$ cat src/rtl/progmem_pkg.sv
// Shared definitions for the progmem arbiter slice.
// Holds the progmem address window, the default timeout read data and the arbiter state encoding.
package progmem_pkg;

  // Base of the progmem window and its size in words (log2).
  localparam logic [31:0] PROGMEM_ADDR_MASK = 32'h0010_0000;
  localparam int unsigned PROGMEM_SIZE_BITS = 10;

  // EBREAK: a fetch that hits nothing traps instead of executing garbage.
  localparam logic [31:0] ERR_DATA_DEFAULT  = 32'h0010_0073;

  typedef enum logic {
    StIdle   = 1'b0,
    StAccess = 1'b1
  } state_e;

endpackage

$ cat src/rtl/progmem_arbiter_if.sv
// Valid/ready read bus used for both requesting masters and the progmem port.
//   valid : request, held with a stable addr until ready
//   addr  : byte address
//   ready : one-cycle completion
//   rdata : read data, meaningful only with ready
// Modport master issues requests; modport slave answers them.
interface progmem_arbiter_if;
  logic        valid;
  logic [31:0] addr;
  logic        ready;
  logic [31:0] rdata;

  modport master (output valid, output addr, input ready, input rdata);
  modport slave  (input valid, input addr, output ready, output rdata);
endinterface

$ cat src/rtl/progmem_arbiter_rr_arb2.sv
// Two-input round-robin pick.
//   valid_i     : request vector, bit i for master i
//   last_i      : master that completed most recently
//   gnt_valid_o : at least one request present
//   gnt_idx_o   : chosen master; on a tie the one that did not go last
module rr_arb2 (
  input  logic [1:0] valid_i,
  input  logic       last_i,
  output logic       gnt_valid_o,
  output logic       gnt_idx_o
);

  always_comb begin
    gnt_valid_o = |valid_i;
    gnt_idx_o   = 1'b0;
    unique case (valid_i)
      2'b01:   gnt_idx_o = 1'b0;
      2'b10:   gnt_idx_o = 1'b1;
      2'b11:   gnt_idx_o = ~last_i;
      default: gnt_idx_o = 1'b0;
    endcase
  end

endmodule

$ cat src/rtl/progmem_arbiter.sv
// Shares the single read-only progmem port between two masters with round-robin grant.
//   clk, rstn   : clock, asynchronous active-low reset
//   m0, m1      : requesting masters (slave side of the bus)
//   mem         : progmem port (master side of the bus)
//   timeout_err : one-cycle pulse when an access is completed by the watchdog
//   owner       : current / last granted master
// Each access is IDLE -> ACCESS ... -> IDLE. The IDLE cycle between grants swallows the
// ready progmem raises for the second ACCESS cycle of the previous grant.
module progmem_arbiter
  import progmem_pkg::*;
#(
  parameter int unsigned TIMEOUT_CYCLES = 16,
  parameter int unsigned CNT_W          = 5,
  parameter logic [31:0] ERR_DATA       = ERR_DATA_DEFAULT
) (
  input  logic                clk,
  input  logic                rstn,
  progmem_arbiter_if.slave    m0,
  progmem_arbiter_if.slave    m1,
  progmem_arbiter_if.master   mem,
  output logic                timeout_err,
  output logic                owner
);

  localparam logic [CNT_W-1:0] CntMax = CNT_W'(TIMEOUT_CYCLES - 1);

  state_e           state_q, state_d;
  logic             owner_q, owner_d;
  logic             last_q, last_d;
  logic [CNT_W-1:0] cnt_q, cnt_d;

  logic             gnt_valid;
  logic             gnt_idx;
  logic             own_valid;
  logic [31:0]      own_addr;
  logic             done;
  logic [31:0]      done_data;

  rr_arb2 u_rr_arb2 (
    .valid_i     ({m1.valid, m0.valid}),
    .last_i      (last_q),
    .gnt_valid_o (gnt_valid),
    .gnt_idx_o   (gnt_idx)
  );

  always_comb begin
    state_d     = state_q;
    owner_d     = owner_q;
    last_d      = last_q;
    cnt_d       = cnt_q;
    mem.valid   = 1'b0;
    mem.addr    = '0;
    timeout_err = 1'b0;
    done        = 1'b0;
    done_data   = '0;
    own_valid   = owner_q ? m1.valid : m0.valid;
    own_addr    = owner_q ? m1.addr  : m0.addr;

    unique case (state_q)
      StIdle: begin
        // mem.ready is deliberately not looked at here.
        if (gnt_valid) begin
          owner_d = gnt_idx;
          cnt_d   = '0;
          state_d = StAccess;
        end
      end
      StAccess: begin
        mem.valid = 1'b1;
        mem.addr  = own_addr;
        if (!own_valid) begin
          // Owner withdrew: abandon silently, fairness history untouched.
          state_d = StIdle;
        end else if (mem.ready) begin
          done      = 1'b1;
          done_data = mem.rdata;
        end else if (cnt_q == CntMax) begin
          done        = 1'b1;
          done_data   = ERR_DATA;
          timeout_err = 1'b1;
        end else begin
          cnt_d = cnt_q + CNT_W'(1);
        end
        if (done) begin
          last_d  = owner_q;
          state_d = StIdle;
        end
      end
    endcase

    m0.ready = done & ~owner_q;
    m0.rdata = (done & ~owner_q) ? done_data : '0;
    m1.ready = done & owner_q;
    m1.rdata = (done & owner_q) ? done_data : '0;
  end

  always_ff @(posedge clk or negedge rstn) begin
    if (!rstn) begin
      state_q <= StIdle;
      owner_q <= 1'b0;
      last_q  <= 1'b1;
      cnt_q   <= '0;
    end else begin
      state_q <= state_d;
      owner_q <= owner_d;
      last_q  <= last_d;
      cnt_q   <= cnt_d;
    end
  end

  assign owner = owner_q;

endmodule

$ cat src/flat_wrapper.sv
// flat-port wrapper written by rule: the top's interface ports become plain ports
module progmem_arbiter_flat import progmem_pkg::*;
#(
  parameter int unsigned TIMEOUT_CYCLES = 16,
  parameter int unsigned CNT_W          = 5,
  parameter logic [31:0] ERR_DATA       = ERR_DATA_DEFAULT
)
  (clk, rstn, timeout_err, owner, m0_valid, m0_addr, m0_ready, m0_rdata, m1_valid, m1_addr, m1_ready, m1_rdata, mem_valid, mem_addr, mem_ready, mem_rdata);
  progmem_arbiter_if m0_i ();
  progmem_arbiter_if m1_i ();
  progmem_arbiter_if mem_i ();
  input  logic clk;
  input  logic rstn;
  output logic timeout_err;
  output logic owner;
  input wire logic [$bits(m0_i.valid)-1:0] m0_valid;
  input wire logic [$bits(m0_i.addr)-1:0] m0_addr;
  output wire logic [$bits(m0_i.ready)-1:0] m0_ready;
  output wire logic [$bits(m0_i.rdata)-1:0] m0_rdata;
  input wire logic [$bits(m1_i.valid)-1:0] m1_valid;
  input wire logic [$bits(m1_i.addr)-1:0] m1_addr;
  output wire logic [$bits(m1_i.ready)-1:0] m1_ready;
  output wire logic [$bits(m1_i.rdata)-1:0] m1_rdata;
  output wire logic [$bits(mem_i.valid)-1:0] mem_valid;
  output wire logic [$bits(mem_i.addr)-1:0] mem_addr;
  input wire logic [$bits(mem_i.ready)-1:0] mem_ready;
  input wire logic [$bits(mem_i.rdata)-1:0] mem_rdata;
  assign m0_i.valid = m0_valid;
  assign m0_i.addr = m0_addr;
  assign m0_ready = m0_i.ready;
  assign m0_rdata = m0_i.rdata;
  assign m1_i.valid = m1_valid;
  assign m1_i.addr = m1_addr;
  assign m1_ready = m1_i.ready;
  assign m1_rdata = m1_i.rdata;
  assign mem_valid = mem_i.valid;
  assign mem_addr = mem_i.addr;
  assign mem_i.ready = mem_ready;
  assign mem_i.rdata = mem_rdata;
  progmem_arbiter #(.TIMEOUT_CYCLES(TIMEOUT_CYCLES), .CNT_W(CNT_W), .ERR_DATA(ERR_DATA)) u_core (.clk(clk), .rstn(rstn), .m0(m0_i), .m1(m1_i), .mem(mem_i), .timeout_err(timeout_err), .owner(owner));
endmodule
$ cat config.mk
export PLATFORM = sky130hd
export DESIGN_NAME = progmem_arbiter_flat
export DESIGN_NICKNAME = d
export VERILOG_FILES = /design/src/rtl/progmem_pkg.sv /design/src/rtl/progmem_arbiter_if.sv /design/src/rtl/progmem_arbiter_rr_arb2.sv /design/src/rtl/progmem_arbiter.sv /design/src/flat_wrapper.sv
export SDC_FILE = /design/constraint.sdc
export NUM_CORES = 1
export LEC_CHECK = 0
export ABC_AREA = 0
export CORE_UTILIZATION = 25
export DETAILED_ROUTE_END_ITERATION = 8
export PLACE_DENSITY = 0.82
export SLEW_MARGIN = 40
export SYNTH_ARGS = -nofsm -noshare
export SYNTH_HDL_FRONTEND = slang
export SYNTH_HIERARCHICAL = 1
export SYNTH_SLANG_ARGS = --single-unit
export TNS_END_PERCENT = 5
$ cat constraint.sdc
create_clock -name clk -period 2.6 [get_ports clk]
set_input_delay 0.52 -clock clk [delete_from_list [all_inputs] [get_ports clk]]
set_output_delay 0.52 -clock clk [all_outputs]
set_load 0.01 [all_outputs]
==> results.py, run 1 <==
metrics = {
    "die": {
        "dieArea_um2": 6243,
        "fp.dieW_um": 79.01,
        "fp-row-count": 27,
        "io_pins": 202,
        "fp.coreArea_um2": 5608,
        "die_y_um": 79.01,
        "initial_core_util_pct": 26.44,
    },
    "sta": {
        "final.setup.tns_ps": 0,
        "hold-worst-slack_ps": 514.0,
        "max_freq_mhz": 394.0,
        "worstMarginPinSlew_ps": 362.4,
        "finalHoldViolations": 0,
        "relSlewSlack_pct": 75.76,
        "finalSetupViolCount": 0,
        "fin_worst_skew_ps": 5.993,
        "setup_ws_ps": 61.97,
        "fin_crit_sh_pct": 97.62,
        "period_needed_ps": 2538,
        "rsz0062_at_grt": "false",
        "report.final.slew_viol_count": 0,
    },
    "power": {
        "power_mw": 1.906,
        "p_sw_mw": 0.7448,
        "p_per_area_nw_per_um2": 515.6,
        "swShare_pct": 39.07,
        "p_comb_share_pct": 80.4,
        "leakagePower_nw": 1.863,
        "internal_power_mw": 1.162,
        "power_frac_clock_pct": 8.3,
        "power_frac_seq_pct": 11.3,
        "ir_worst_vdd_mv": 0.4817,
    },
    "yosys": {
        "synthArstFlopShare_pct": 100.0,
        "ys_ff_latch": 8,
        "synth_xor_area_share_pct": 0,
        "synthMuxAreaShare_pct": 23.71,
        "avgSynthCellArea_um2": 7.488,
        "seq_area_frac_synth_pct": 13.59,
        "syn-cell-area_um2": 1483,
        "yosys_warnings": 6,
        "synth_fp_nets": 301,
        "syn_inst": 198,
        "synth_top_family_by_area": "simple AND/OR/NAND/NOR gates",
        "synthFlopType": "dfrtp_1",
        "synthAdderAreaFrac_pct": 1.688,
        "synthSimpleGateAreaFrac_pct": 49.70,
        "synth_compound_area_share_pct": 6.160,
        "synth-edff-count": 0,
        "synth_cell_types": 32,
    },
    "place": {
        "placed_area_um2": 3649,
        "port-buffer-count": 201,
        "dp_hpwl_um": 5278,
        "gp_congestion": 0.7554,
        "dp_slack_ps": -160.0,
    },
    "final_layout": {
        "diodes": 0,
        "layout_commonest_cell": "clkdlybuf4s50_1",
        "n_fill_cell": 525,
        "nets": 510,
        "final_area_um2": 3697,
        "seqCellArea_um2": 202.7,
        "layout-drive-gt1-share_pct": 8.621,
        "mostFrequentLayoutCells": "clkdlybuf4s50_1 (133), dlygate4sd2_1 (59), and2_1 (52), nor2b_1 (38), mux2i_1 (34)",
        "multi_input_area_um2": 1231,
        "area_growth_pct": 149.4,
    },
    "global_routing": {
        "grt_max_degree": 39,
        "antenna_found_initial": 0,
        "grt_pass1_wl_um": 9321,
        "grt_pass1_vias": 2075,
        "grt-ovfl-total": 0,
        "grt.total_usage_pct": 18.70,
    },
    "critical_path": {
        "cp_num_buf_inv": 3,
        "max_stage_delay_ps": 410,
        "crit_chain": "ha_2 -> and3_1 -> ha_2 -> o21a_1 -> nand3b_1 -> buf_6 -> inv_1 -> dlygate4sd2_1",
        "worstPathRequired_ps": 2080,
        "crit_fanout": 5,
        "path_delay_family": "buffers and inverters",
        "critPathLaunchType": "register",
        "path_class": "register to output pin",
        "cp-end-kind": "output pin",
        "cp_common_cell": "ha_2",
        "critical_path_arrival_ps": 2020,
        "cpMaxStageDelayCell": "dfrtp_1",
    },
    "detailed_routing": {
        "via_count": 2157,
        "m1WireLength_um": 2179,
        "ant_nets": 0,
        "firstDrtPassIters": 5,
        "routedWlPerCell_um": 13.29,
        "wirelength_um": 6352,
        "top_layer_used": "met4",
        "vias_per_cell": 4.513,
        "drtIter0Drc": 48,
        "wl_met3_um": 614,
        "routed-wl-met2_um": 3429,
        "drcViolationCount": 0,
    },
    "clock_network": {
        "clkLatencyLatePin_ps": 230,
        "cts_tree": "built",
        "htreeDepth": 1,
        "cts_buffers": 3,
        "clock_sinks": 8,
        "root_buffer": "clkbuf_8",
        "cts_buffer_depth": 2,
        "clkSlewWorstSetupHoldPaths_ps": 40,
    },
    "min_path": {
        "hp-class": "register to register",
    },
    "status": {
        "status": "finished, final reports clean",
    },
    "flow_run": {
        "cap_violations": 0,
    },
}
[timing repair]
action	4_1_cts	5_1_grt
setup buffers	2	2
gates cloned	0	1
hold buffers	0	0
setup endpoints to repair	67	15
pin swaps	4	3
hold endpoints to repair	0	0
gates resized for setup	69	15
[registers in the layout, indices dropped and copies added, names as in the netlist]
register / cells
u_core/cnt_q: 5
u_core/last_q: 1
u_core/owner: 1
u_core/state_q: 1
[path summary, 6_finish.rpt]
path | endpoint | depth (start not counted) | slack, ps | start
max | m0_ready | 8 | 60 | u_core/cnt_q[0]
min | u_core/cnt_q[2] | 1 | 510 | u_core/cnt_q[2]
max reg2reg | u_core/cnt_q[3] | 7 | 440 | u_core/cnt_q[0]
min reg2reg | u_core/cnt_q[2] | 1 | 510 | u_core/cnt_q[2]
max in group asynchronous | u_core/last_q | 1 | 1720 | rstn
min in group asynchronous | u_core/cnt_q[4] | 1 | 560 | rstn
[through the flow]
stage	utilization, %	std cells
after floorplan	-	198
after global placement	65.06	469
after detailed placement	65.06	469
after CTS	64.95	475
after global routing	65.93	478
final	65.93	478
[cell families (layout without fill, tap and decap cells)]
logic type      count (synthesis)  count (layout)
flops                           8               8
compound gates                 13              13
buf+inv                        18             226
mux                            35              35
fa+ha+maj                       2               2
simple gates                  122             122
[cells in the mapped netlist, types with 2 or more instances]
master	number	area, um^2
and2_1	52	325.3
nor2b_1	38	237.7
nand3_1	2	10.01
nor2_1	13	48.80
ha_1	2	25.02
o21ai_0	3	15.01
inv_1	5	18.77
nand2_1	5	18.77
mux2i_1	34	340.3
nand2b_1	2	12.51
dfrtp_1	7	175.2
o211ai_1	4	30.03
a21oi_1	2	10.01
clkbuf_1	8	30.03
buf_2	4	20.02
[routing by layer]
layer  GRT usage, %  vias up
li1               -     1068
met1          17.80      956
met2          37.93      122
met3          4.943       11
met4          6.000        0
met5              0        -
[power groups by stage]
stage / Sequential, mW / Combinational [mW] / Clock, mW
2_1_floorplan: 0.195 / 0.765 / 0
3_3_place_gp: 0.206 / 1.54 / 0
3_5_place_dp: 0.207 / 1.56 / 0
4_1_cts: 0.210 / 1.53 / 0.162
5_1_grt: 0.218 / 1.65 / 0.170
6_report: 0.215 / 1.53 / 0.159
[worst reg2reg max path, delay by kind of cell, from the launching register on]
kind	cells	cell delay, ps
adder cells (fa/ha/maj)	2	380
AO/OA/AOI/OAI	1	80
AND/OR/NAND/NOR	3	1090
flip-flops	1	410
buffers and inverters	1	140
[area by class of cell]
class	count	area share (%)
Tap cell	72	2.437
Inverter	5	0.5076
Sequential cell	8	5.482
Clock buffer	4	1.218
Multi-Input combinational cell	172	33.30
Timing Repair Buffer	217	57.06
Power figures use the tool's default switching activity.
==> run 2: changes to the inputs <==
--- a/config.mk
+++ b/config.mk
@@ -5,8 +5,8 @@
 export SDC_FILE = /design/constraint.sdc
 export NUM_CORES = 1
 export LEC_CHECK = 0
-export ABC_AREA = 0
-export CORE_UTILIZATION = 25
+export ABC_AREA = 1
+export CORE_UTILIZATION = 26
 export DETAILED_ROUTE_END_ITERATION = 8
 export PLACE_DENSITY = 0.82
 export SLEW_MARGIN = 40
==> results.py, run 2 <==
metrics = {
    "power": {
        "internal_power_mw": 1.181,
        "p_sw_mw": 1.091,
        "p_per_area_nw_per_um2": 609.4,
        "ir_worst_vdd_mv": 0.5964,
        "p_comb_share_pct": 84.0,
        "swShare_pct": 48.01,
        "leakagePower_nw": 1.615,
        "power_frac_seq_pct": 9.0,
        "power_frac_clock_pct": 7.0,
    },
    "global_routing": {
        "grt_pass1_vias": 2339,
        "grt-ovfl-total": 0,
        "grt_max_degree": 36,
        "grt.total_usage_pct": 21.49,
        "antenna_found_initial": 0,
        "grt_pass1_wl_um": 11110,
    },
    "die": {
        "initial_core_util_pct": 26.92,
        "fp-row-count": 28,
        "die_y_um": 80.30,
        "fp.dieW_um": 80.30,
        "fp.coreArea_um2": 5921,
        "io_pins": 202,
        "dieArea_um2": 6448,
    },
    "final_layout": {
        "n_fill_cell": 572,
        "fin_util_pct": 62.98,
        "layout_commonest_cell": "clkdlybuf4s50_1",
        "largest_reg_flops": 5,
        "diodes": 0,
        "area_growth_pct": 133.9,
        "layout-drive-gt1-share_pct": 19.06,
        "mostFrequentLayoutCells": "clkdlybuf4s50_1 (133), nor2_1 (88), nor2_2 (52), clkdlybuf4s15_1 (32), o21ai_0 (32)",
        "nets": 592,
        "largest_register": "u_core/cnt_q",
    },
    "yosys": {
        "yosys.area.top_type": "nor2_1",
        "yosys-top-cells-count": "nor2_1 (88), nor2_2 (52), o21ai_0 (32)",
        "ys_top_cells_by_area": "nor2_1 (21%), nor2_2 (20%), dfrtp_1 (11%), o21ai_0 (10%), nand3_1 (9.1%)",
        "syn-cell-area_um2": 1594,
        "synthArstFlopShare_pct": 100.0,
        "synth-edff-count": 0,
        "syn_inst": 284,
        "seq_area_frac_synth_pct": 12.64,
        "netlist.area_leader.share_pct": 20.72,
        "synth_most_common_cell": "nor2_1",
        "ys_ff_latch": 8,
        "synth_cell_types": 23,
        "synth_fp_nets": 387,
        "avgSynthCellArea_um2": 5.613,
        "synthFlopType": "dfrtp_1",
        "yosys_warnings": 6,
    },
    "critical_path": {
        "crit_fanout": 6,
        "worstPathRequired_ps": 2080,
        "path_class": "input port to output pin",
        "critical_path_arrival_ps": 2000,
        "cp-end-kind": "output pin",
        "reg2reg_depth": 11,
        "critPathLaunchType": "input port",
    },
    "sta": {
        "finalSetupViolCount": 0,
        "worstMarginPinSlew_ps": 363.0,
        "period_needed_ps": 2520,
        "relSlewSlack_pct": 75.73,
        "finalHoldViolations": 0,
        "hold-worst-slack_ps": 470.2,
        "rsz0062_at_grt": "false",
        "fin_crit_sh_pct": 96.92,
        "report.final.slew_viol_count": 0,
        "max_freq_mhz": 396.8,
        "fin_worst_skew_ps": 5.847,
    },
    "clock_network": {
        "htreeDepth": 1,
        "cts_buffer_depth": 2,
        "clock_sinks": 8,
        "cts_buffers": 3,
        "cts_tree": "built",
        "clkLatencyLatePin_ps": 230,
        "ctsHoldBuffers": 0,
        "root_buffer": "clkbuf_8",
        "clkSlewWorstSetupHoldPaths_ps": 40,
    },
    "min_path": {
        "hp-class": "register to register",
        "min_path_cells": 2,
    },
    "detailed_routing": {
        "routedWlPerCell_um": 12.95,
        "drtIter0Drc": 102,
        "ant_nets": 0,
        "wirelength_um": 7290,
        "drcViolationCount": 0,
        "firstDrtPassIters": 4,
        "vias_per_cell": 4.542,
        "via_count": 2557,
    },
    "place": {
        "port-buffer-count": 201,
        "dp_hpwl_um": 5968,
        "gp_congestion": 0.7701,
    },
    "status": {
        "status": "finished, final reports clean",
    },
    "flow_run": {
        "cap_violations": 0,
    },
}
==> run 2: cell count changes after synthesis, sizes merged, moves of 24 or more <==
| cell | change |
|---|---|
| nor2 | +126 |
| and2 | -52 |
| nor2b | -38 |
| mux2i | -34 |
| nand3 | +29 |
| o21ai | +29 |
| nand2 | +24 |
==> run 2: through the flow <==
step | instances | setup TNS (ps) | setup slack [ps] | total power [mW] | area [um^2]
2_1_floorplan | 284 | 0 | 561.0 | 1.180 | 1594
3_3_place_gp | 559 | -12900 | -267.1 | 2.100 | 3760
3_5_place_dp | 559 | -14920 | -299.1 | 2.142 | 3760
4_1_cts | 563 | 0 | 3.645 | 2.286 | 3720
5_1_grt | 563 | 0 | 0.3124 | 2.469 | 3729
6_report | 563 | 0 | 80.10 | 2.272 | 3729
==> run 2: layer usage <==
layer	vias up	wire (um)	global-route usage (%)
met1	1135	2840	24.15
li1	1308	-	-
met2	102	3803	41.28
met4	0	104	5.536
met5	-	0	0
met3	12	542	3.523
==> run 2: cell families after synthesis <==
group	count (synthesis)	share of synthesized area, %
compound gates	35	11.70
simple gates	205	61.93
flops	8	12.64
fa+ha+maj	2	1.570
buf+inv	34	12.17
==> run 2: critical path, cell delays in order <==
cell and delay [ps]:
clkdlybuf4s50_1 500, nand2_2 100, a21oi_4 210, nand3_4 110, buf_4 180, nor2_1 80
dlygate4sd2_1 300
==> run 2: worst paths after layout <==
| check | from | endpoint | slack (ps) |
|---|---|---|---|
| hold / removal | u_core/last_q | u_core/last_q | 470 |
| min in group asynchronous | rstn | u_core/cnt_q[1] | 560 |
| max in group asynchronous | rstn | u_core/last_q | 1720 |
| hold reg to reg | u_core/last_q | u_core/last_q | 470 |
| setup reg to reg | u_core/cnt_q[0] | u_core/cnt_q[2] | 890 |
| setup / recovery | m1_valid | m0_rdata[1] | 80 |
==> run 2: repair_timing <==
action	4_1_cts	5_1_grt
resized for setup	68	51
endpoints found under the setup margin	67	59
pin swaps	1	0
setup buffers	0	0
==> run 2: cell type report <==
type	count	area [um^2]	share of cell area, %
clock buffers	4	45.04	1.208
inverters	13	53.80	1.443
multi-input cells	242	1201	32.21
flip-flops and latches	8	201.4	5.403
well taps	75	93.84	2.517
repair buffers	221	2133	57.21
==> run 2: power groups by stage <==
stage	clock [mW]	sequential (mW)	combinational, mW
2_1_floorplan	0	0.204	0.976
3_3_place_gp	0	0.205	1.89
3_5_place_dp	0	0.206	1.94
4_1_cts	0.164	0.204	1.92
5_1_grt	0.172	0.210	2.09
6_report	0.160	0.204	1.91
